$ cat src/rtl/trace_fifo.sv
// Synchronous single-clock FIFO for one trace stream.
// The head word is read from the storage registers. A word written on a
// rising edge is visible at head only after that edge, so there is no
// same-cycle bypass. A push into a full FIFO is accepted only when a pop
// happens in the same cycle; otherwise the word is dropped.
// DEPTH must be a power of two (>= 2) so the pointers wrap naturally.
// Ports:
//   clk, reset      : clock, synchronous active-high reset
//   flush           : synchronous empty
//   push, push_data : write request and word
//   pop             : remove head word (ignored when empty)
//   head            : current head word
//   full, empty     : occupancy flags
//   count           : number of stored words
module trace_fifo #(
  parameter int DEPTH = 16,
  parameter int WIDTH = 36
) (
  input  logic                     clk,
  input  logic                     reset,
  input  logic                     flush,
  input  logic                     push,
  input  logic [WIDTH-1:0]         push_data,
  input  logic                     pop,
  output logic [WIDTH-1:0]         head,
  output logic                     full,
  output logic                     empty,
  output logic [$clog2(DEPTH):0]   count
);

  localparam int AW = $clog2(DEPTH);
  localparam int CW = AW + 1;

  logic [WIDTH-1:0] mem [DEPTH];
  logic [AW-1:0]    wr_ptr;
  logic [AW-1:0]    rd_ptr;
  logic             do_push;
  logic             do_pop;

  assign empty   = (count == '0);
  assign full    = (count == CW'(DEPTH));
  assign do_pop  = pop && !empty;
  // A full FIFO can take a word when a slot is freed in the same cycle.
  assign do_push = push && (!full || do_pop);
  assign head    = mem[rd_ptr];

  always_ff @(posedge clk) begin
    if (reset || flush) begin
      wr_ptr <= '0;
      rd_ptr <= '0;
      count  <= '0;
    end else begin
      if (do_push) wr_ptr <= wr_ptr + 1'b1;
      if (do_pop)  rd_ptr <= rd_ptr + 1'b1;
      case ({do_push, do_pop})
        2'b10:   count <= count + 1'b1;
        2'b01:   count <= count - 1'b1;
        default: count <= count;
      endcase
    end
  end

  always_ff @(posedge clk) begin
    if (do_push) mem[wr_ptr] <= push_data;
  end

endmodule

$ cat config.mk
export PLATFORM = sky130hd
export DESIGN_NAME = trace_fifo
export DESIGN_NICKNAME = d
export VERILOG_FILES = /design/src/rtl/trace_fifo.sv
export SDC_FILE = /design/constraint.sdc
export NUM_CORES = 1
export LEC_CHECK = 0
export CAP_MARGIN = 30
export CORE_ASPECT_RATIO = 1.4
export CORE_MARGIN = 2
export CORE_UTILIZATION = 40
export DETAILED_ROUTE_END_ITERATION = 6
export SYNTH_ARGS = -nofsm -noshare
export SYNTH_HDL_FRONTEND = slang
export SYNTH_SLANG_ARGS = --single-unit
export TNS_END_PERCENT = 5
$ cat constraint.sdc
create_clock -name clk -period 5.03 [get_ports clk]
set_clock_uncertainty 0.05 [all_clocks]
set_input_delay 0.503 -clock clk [delete_from_list [all_inputs] [get_ports clk]]
set_output_delay 0.503 -clock clk [all_outputs]
set_load 0.1 [all_outputs]
======== Word level (Yosys, flattened, before mapping) ========
Memory sizes are Yosys's and may differ from the RTL's. A register that Yosys moved wholly into a read port is not among the register bits.
Index checks and enable logic that the tools add are counted.
storage, ports and cells
  memories kept ........................... 1
  memory bits (writable) .................. 576
  output and inout bits ................... 43
  bits in registers ....................... 13
  logic and storage cells ................. 24
  input bits .............................. 41
cells by class
  multiplexer cells ....................... 5
  reductions and logical operators ........ 8
  equality and inequality tests ........... 3
  add/subtract/negate cells ............... 4
memory list
  memory  words  width  rd ports  clocked after Yosys merged registers in  write ports  RTL line  source
  mem     16     36     1         1                                        1            34        logic [WIDTH-1:0] mem [DEPTH];
operators by type and width
  operator                                              count
  one-hot mux 5 bit (2 select lines)                    1
  adder 4 x 1 -> 4 bit (second input constant)          2
  2-to-1 mux 4 bit                                      2
  adder 5 x 1 -> 5 bit (second input constant)          1
  equality test 5 bit (second input constant)           1
  logical NOT 5 bit                                     1
  subtractor 5 x 1 -> 5 bit (second input constant)     1
  equality test 2 x 1 -> 1 bit (second input constant)  1
  equality test 2 bit (second input constant)           1
  logical AND 1 bit                                     2
  logical NOT 1 bit                                     2
  logical OR 1 bit                                      2
  2-to-1 mux 1 bit                                      2
  nonzero test 2 bit                                    1

======== Longest topological paths before layout ========
Gate-level depths: netlist (run 1).
  depth after elaboration ................. 7
  depth in mapped cells ................... 9
  depth with buffers taken out ............ 8

======== Worst setup path after synthesis (run 1) ========
OpenSTA, ideal clock, no wires.
  path type ............................... flip-flop to flip-flop
  from .................................... register count[0]
  to ...................................... memory mem[10][0], enable pin
  period minus slack after synthesis ...... 5.094 ns
  stages on the path, launching flop included .. 6
  data required time ...................... 4.498 ns
  path slack .............................. -0.064 ns
  data arrival time ....................... 4.563 ns
  setup time .............................. 0.482 ns
  cells stage by stage .................... dfxtp_1 or4_1 buf_2 o31ai_4 or2_2 nor3b_1
on the way
  cells in the longest elaborated chain, start to end .. 7
  elaborated cells between the ends (all ways) .. 9
  those cells by class .................... eq/ne: 1; mux: 2; reduce/logical: 6
ends and longest elaborated chain
  item                                        RTL line  source
  start: declaration                          28        output logic [$clog2(DEPTH):0] count
  start signal: assignment                    56        2'b10: count <= count + 1'b1;
  start signal: assignment                    57        2'b01: count <= count - 1'b1;
  start signal: assignment                    58        default: count <= count;
  logical NOT 5 bit                           40        assign empty = (count == '0);
  logical NOT 1 bit                           42        assign do_pop = pop && !empty;
  logical AND 1 bit                           42
  logical OR 1 bit (*)                        44        assign do_push = push && (!full || do_pop);
  logical AND 1 bit (*)                       44
  2-to-1 mux 1 bit (*)                        64        if (do_push) mem[wr_ptr] <= push_data;
  2-to-1 mux 1 bit (implied by the code) (*)  64
  end: declaration                            34
Every way passes the cells marked *; elsewhere a longest branch is shown, timed or not.

==> run metrics, run 1 <==
Cell variety after synth=43; Reg power frac=0.540; port bufs=83; crit-path max cell delay=0.99 ns; TritonRoute pass-1 iters=5; critical-path maximum fanout=45; highest metal used=met5; Post-CTS Resized=0; post-CTS setup buffers=0; GPL Wtd Cong=0.7202; final setup vio count=0; Rel. slew slack=0.3366; chip width=204.8 um; CTS Buf Count=56; length of routed met2 wiring=24.57 mm; worst path bufs/invs=2; clock share of power=0.410; Post-Route Utilization=0.4705; Fin. Hold Viols=0; switch share=0.2100; Max Slew Vio Count=0; PD cells=383.5 mW/mm^2; initial antenna violation count=2; first-pass GRT wire length=72.34 mm; wire length on met1=20.63 mm; status=complete, no violations; Combinational Power Share=0.050; Final HPWL DP=24.16 mm; crit path cell chain=buf_4 -> mux4_2 -> a22oi_1 -> nand2_1 -> clkdlybuf4s50_1; mapped cell area=0.02258 mm^2; WP data required=4.48 ns; yosys warns=0; Synth top cells by count=edfxtp_1, mux4_2, a22oi_1; P_sw=2.125 mW; Hold Buf Count CTS=0; fraction of registers with async set/reset=0; number of flops mapped to enable cells by yosys=576; Via-to-Cell Ratio=5.487; All-Layer GR Usage=0.1691; Yosys top cell area share=0.7661; Die Area=0.05839 mm^2; synthesized area per cell=22.27 um^2; initial drt markers=917; VDD IR max=0.2646 mV; chip height=285.1 um; post-route clock period utilization=0.8265; vias in the first global route=11250; CP Launch Type=flop; # DRC=0; Rows=103; H-tree depth=2; Max Root-Sink Buffers=3; Synth Instances=1014; Hold Path Class=reg2reg; clk root buf=clkbuf_16; Worst Setup End Kind=primary output; Area Overhead vs Synth=16.83%; metal3 WL=2.349 mm; R2R Path Start=count[3]; Syn Nets=1064; Final ANT Viol Nets=0; clock-pin slew on the worst setup and hold paths=0.06 ns; Worst path slowest cell=clkdlybuf4s50_1; Initial Util=0.4027; main flop type after synthesis=edfxtp_1; via count=10510; largest net degree at the start of global routing=49; share of cells above drive strength 1=0.2485; f_max=240.6 MHz; Worst Min Path Start=rd_ptr[3]; worst slew pin tran=0.9920 ns; count leader, synth=edfxtp_1; cell leakage power=8.094 nW; P_int=7.992 mW; CORE AREA=0.05606 mm^2; CTS tree=done; ranking of synthesized cells by area=edfxtp_1, mux4_2, a22oi_1, dfxtp_1, nand2_1; critical path arrival=3.60 ns; crit-path leading delay family=buffers and inverters; Yosys top cell by area=edfxtp_1; minimum clock period=4.157 ns; WL/cell=25.32 um; RSZ-0062 raised after global routing=no; maxcap violations=0; Final nets=1183; part of the Yosys area used for sequential elements=0.7812; IO Pins=84; #FFs+latches synth=593; clk_lat worst skew=0.58 ns; GRT overflow=0; clock net sink count=593; WHS=0.4637 ns; Setup CP Type=reg2out; Total Wirelength=48.49 mm
[cells by family after synthesis]
| group | after synthesis | synth area share |
|---|---|---|
| AO/OA/AOI/OAI | 91 | 0.03092 |
| XOR/XNOR | 5 | 0.001940 |
| adder cells (fa/ha/maj) | 9 | 0.005320 |
| buffers and inverters | 62 | 0.01169 |
| flip-flops | 593 | 0.7812 |
| multiplexers | 148 | 0.1455 |
| AND/OR/NAND/NOR | 106 | 0.02350 |
[power groups by stage]
stage | clock network [mW] | registers (mW) | logic (mW)
global placement | 0 | 5.57 | 0.497
finish | 4.14 | 5.46 | 0.510
detailed placement | 0 | 5.57 | 0.516
CTS | 4.24 | 5.46 | 0.518
floorplan | 0 | 5.57 | 0.317
global route | 4.42 | 5.46 | 0.542
[sequential cells by signal, indices dropped and copies added, names as in the netlist, named ones only]
signal and flops:
count 5, rd_ptr 4, mem 576, wr_ptr 4
[layout by cell type, fill, tap and decap left out, types with 5 or more instances in the layout]
cell type and count:
mux4_2 144, edfxtp_1 576, nand2_1 43, clkbuf_16 57
dfxtp_1 15, inv_1 6, clkinv_2 13, clkinv_1 12
a22oi_1 72, bufinv_16 6, buf_12 6, and2_2 5
nor2_1 16, ha_1 8, nor3_2 8, clkbuf_1 10
buf_4 24, clkdlybuf4s50_1 83
[worst paths after layout]
path                 to  slack [ns]  cells after the start
min                flop        0.46                      2
max            head[21]        0.87                      5
max reg2reg  mem[1][29]        1.88                      5
min reg2reg        flop        0.46                      2
[per-stage QoR]
stage | cells | cell area, um^2 | TNS, ns | power (mW) | setup slack (ns)
global route | 1914 | 26380 | 0 | 10.42 | 0.6650
global placement | 1807 | 24490 | 0 | 6.064 | 1.369
finish | 1915 | 26380 | 0 | 10.12 | 0.8729
CTS | 1914 | 26380 | 0 | 10.22 | 0.7767
detailed placement | 1810 | 24570 | 0 | 6.085 | 1.401
floorplan | 1014 | 22580 | -9.243 | 5.889 | -0.06419
[worst reg2reg max path, cell delays in order (launching register included)]
cell	delay, ns
dfxtp_1	0.37
or4_1	0.74
o31ai_4	0.69
nor3_1	0.16
and2_2	0.49
buf_4	0.37
[routing by layer]
metal / GRT usage / up-vias
met5: 0 / -
met4: 0.04293 / 2
met3: 0.02526 / 68
met2: 0.2849 / 258
met1: 0.2316 / 5645
li1: - / 4535
[layout make-up]
class,instances,area (um^2)
multi-input combinational,359,4766
sequential,593,17640
tap,735,919.6
timing repair buffer,116,1214
inverter,7,26.28
clock inverter,37,341.6
fill,4551,29680
clock buffer,67,1464
antenna,1,2.502
Power figures use the tool's default switching activity.
==> run 2, diff against run 1 <==
==> constraint.sdc (replaced) <==
create_clock -name clk -period 3.55 [get_ports clk]
set_clock_uncertainty 0.05 [all_clocks]
set_input_delay 0.355 -clock clk [delete_from_list [all_inputs] [get_ports clk]]
set_output_delay 0.355 -clock clk [all_outputs]
set_load 0.1 [all_outputs]
==> run metrics, run 2 (synthesis results as in run 1) <==
status=complete, no violations; GRT overflow=0 (unchanged); clk_lat worst skew=0.61 ns (+0.03 ns); register name with the most flops=mem; WL/cell=25.34 um (about the same); via count=10570 (+0.54%); final worst slack=0.2686 ns (-0.6043 ns); antenna fix cells=0 (-1); GPL Wtd Cong=0.7618 (+5.8%); pre-CTS setup slack=0.7421 ns (-0.6584 ns); worst reg2reg setup slack=0.76 ns (-1.12 ns); CP Launch Type=flop; initial drt markers=765 (-17%); Hold Buf Count CTS=0 (unchanged); final setup vio count=0 (unchanged); setup TNS=0 ns (unchanged); Via-to-Cell Ratio=5.477 (-0.19%); maxcap violations=0 (unchanged); Rel. slew slack=0.3487 (+0.01207); CTS tree=done; critical-path maximum fanout=46 (+2.2%); critical path arrival=2.88 ns (-0.72 ns); max FFs per register=576 (unchanged); placed cell area=0.02494 mm^2 (+1.5%); R2R Path Start=count[0]; RSZ-0062 raised after global routing=no; All-Layer GR Usage=0.1712 (+0.002074); Hold Path Class=reg2reg; post-route clock period utilization=0.9243; CTS Buf Count=54 (-3.6%); WP data required=3.14 ns (-1.34 ns); minimum clock period=3.281 ns; Max Slew Vio Count=0 (unchanged); f_max=304.7 MHz; clk root buf=clkbuf_16; initial antenna violation count=0 (-2); Worst Setup End Kind=primary output; cell leakage power=8.328 nW (+2.9%); # DRC=0 (unchanged); Initial Util=0.4027 (unchanged); Top Registers=mem (576), count (5); Worst Min Path Start=rd_ptr[3]; PD cells=537.6 mW/mm^2 (+40%); WHS=0.4656 ns (+0.001915 ns); share of cells above drive strength 1=0.2898 (+0.04127); TritonRoute pass-1 iters=5 (unchanged); Worst Hold End=rd_ptr[3]; Setup CP Type=reg2out; final instance area=0.02674 mm^2 (+1.4%); Final HPWL DP=29.48 mm (+22%); port bufs=83 (unchanged); vias in the first global route=11310 (+0.52%); first-pass GRT wire length=73.68 mm (+1.9%); clock net sink count=593 (unchanged); Final ANT Viol Nets=0 (unchanged); Area Overhead vs Synth=18.44%; H-tree depth=2 (unchanged); commonest non-fill, non-tap cell in the layout=edfxtp_1; Die Area=0.05839 mm^2 (unchanged); clock-pin slew on the worst setup and hold paths=0.06 ns (about the same); VDD IR max=0.3775 mV (+43%); FF-to-FF End=count[4]; chip width=204.8 um (unchanged); Hold Path Stages=2 (unchanged); fill count=4536 (-0.33%); Post-CTS Resized=0 (unchanged); Final nets=1198 (+1.3%); post-CTS setup buffers=0 (unchanged); Reg2Reg Depth=8 (+3); commonest non-fill, non-tap cells in the layout=edfxtp_1, mux4_2, a22oi_1; Rows=103 (unchanged); largest net degree at the start of global routing=47 (-4.1%); chip height=285.1 um (unchanged); Total Wirelength=48.87 mm (+0.79%); Max Root-Sink Buffers=3 (unchanged); IO Pins=84 (unchanged); final total power=14.38 mW (+42%); Fin. Hold Viols=0 (unchanged); worst slew pin tran=0.9740 ns (-0.01805 ns); CORE AREA=0.05606 mm^2 (unchanged)
==> run 2: cell types whose count changed in the layout (fill, tap and decap cells not counted), moves of 2 or more <==
| cell | delta |
|---|---|
| buf_16 | -3 |
| nor3b_2 | -4 |
| buf_12 | +26 |
| buf_4 | +32 |
| clkinv_1 | +2 |
| clkbuf_1 | -2 |
| nor3_2 | -8 |
| nor3_4 | +8 |
| clkinv_16 | +2 |
| clkdlybuf4s50_1 | -38 |
| nor3b_4 | +4 |
| clkinv_4 | -4 |
| inv_6 | +2 |
| clkbuf_16 | -3 |
==> run 2: area by class of cell <==
| class | count | area [um^2] | share of cell area |
|---|---|---|---|
| Clock buffer | 62 | 1381 | 0.05165 |
| Sequential cell | 593 | 17640 | 0.6598 |
| Clock inverter | 40 | 417.9 | 0.01563 |
| Multi-Input combinational cell | 359 | 4841 | 0.1810 |
| Tap cell | 735 | 919.6 | 0.03439 |
| Timing Repair Buffer | 133 | 1511 | 0.05652 |
| Inverter | 7 | 26.28 | 0.0009825 |
==> run 2: how the worst max path moves through the flow <==
stage | start | slack (ns) | end
6_report | flop | 0.27 | head[10]
5_1_grt | flop | 0.06 | head[17]
4_1_cts | flop | 0.17 | head[10]
3_5_place_dp | push | 0.74 | mem[2][27]
3_3_place_gp | pop | 0.69 | count[4]
2_1_floorplan | count[0] | -0.30 | mem[10][0]
==> run 2: worst max-delay path, cell delays in order (launching register included) <==
cell and delay (ns):
dfxtp_4 0.52, buf_12 0.39, buf_4 0.25, mux4_2 0.55, a22oi_1 0.16, nand2_1 0.18
buf_12 0.21
==> run 2: metal layers <==
layer / global-route usage / vias to the layer above / routed length, um
met3: 0.02560 / 58 / 2251
met4: 0.04076 / 0 / 816
li1: - / 4554 / -
met1: 0.2372 / 5712 / 20800
met5: 0 / - / 0
met2: 0.2867 / 241 / 25000
==> run 2: through the flow <==
step                utilization  std cells
global placement         0.4449       1827
detailed placement       0.4449       1827
global route             0.4770       1929
finish                   0.4770       1929
CTS                      0.4770       1929
floorplan                     -       1014
==> run 2: report_power, final <==
group          switching [mW]  leakage, nW  internal [mW]
sequential             0.0168         5.34           7.72
clock                    2.59        0.881           3.27
combinational           0.523         2.11          0.259
total                    3.12         8.33           11.3
==> run 3, diff against run 2 <==
--- a/config.mk
+++ b/config.mk
@@ -10,6 +10,7 @@
 export CORE_MARGIN = 2
 export CORE_UTILIZATION = 40
 export DETAILED_ROUTE_END_ITERATION = 6
+export SKIP_CTS_REPAIR_TIMING = 1
 export SYNTH_ARGS = -nofsm -noshare
 export SYNTH_HDL_FRONTEND = slang
 export SYNTH_SLANG_ARGS = --single-unit
==> results of run 3 <==
Same layout as run 2: the final DEF is identical, and so are final timing and power.
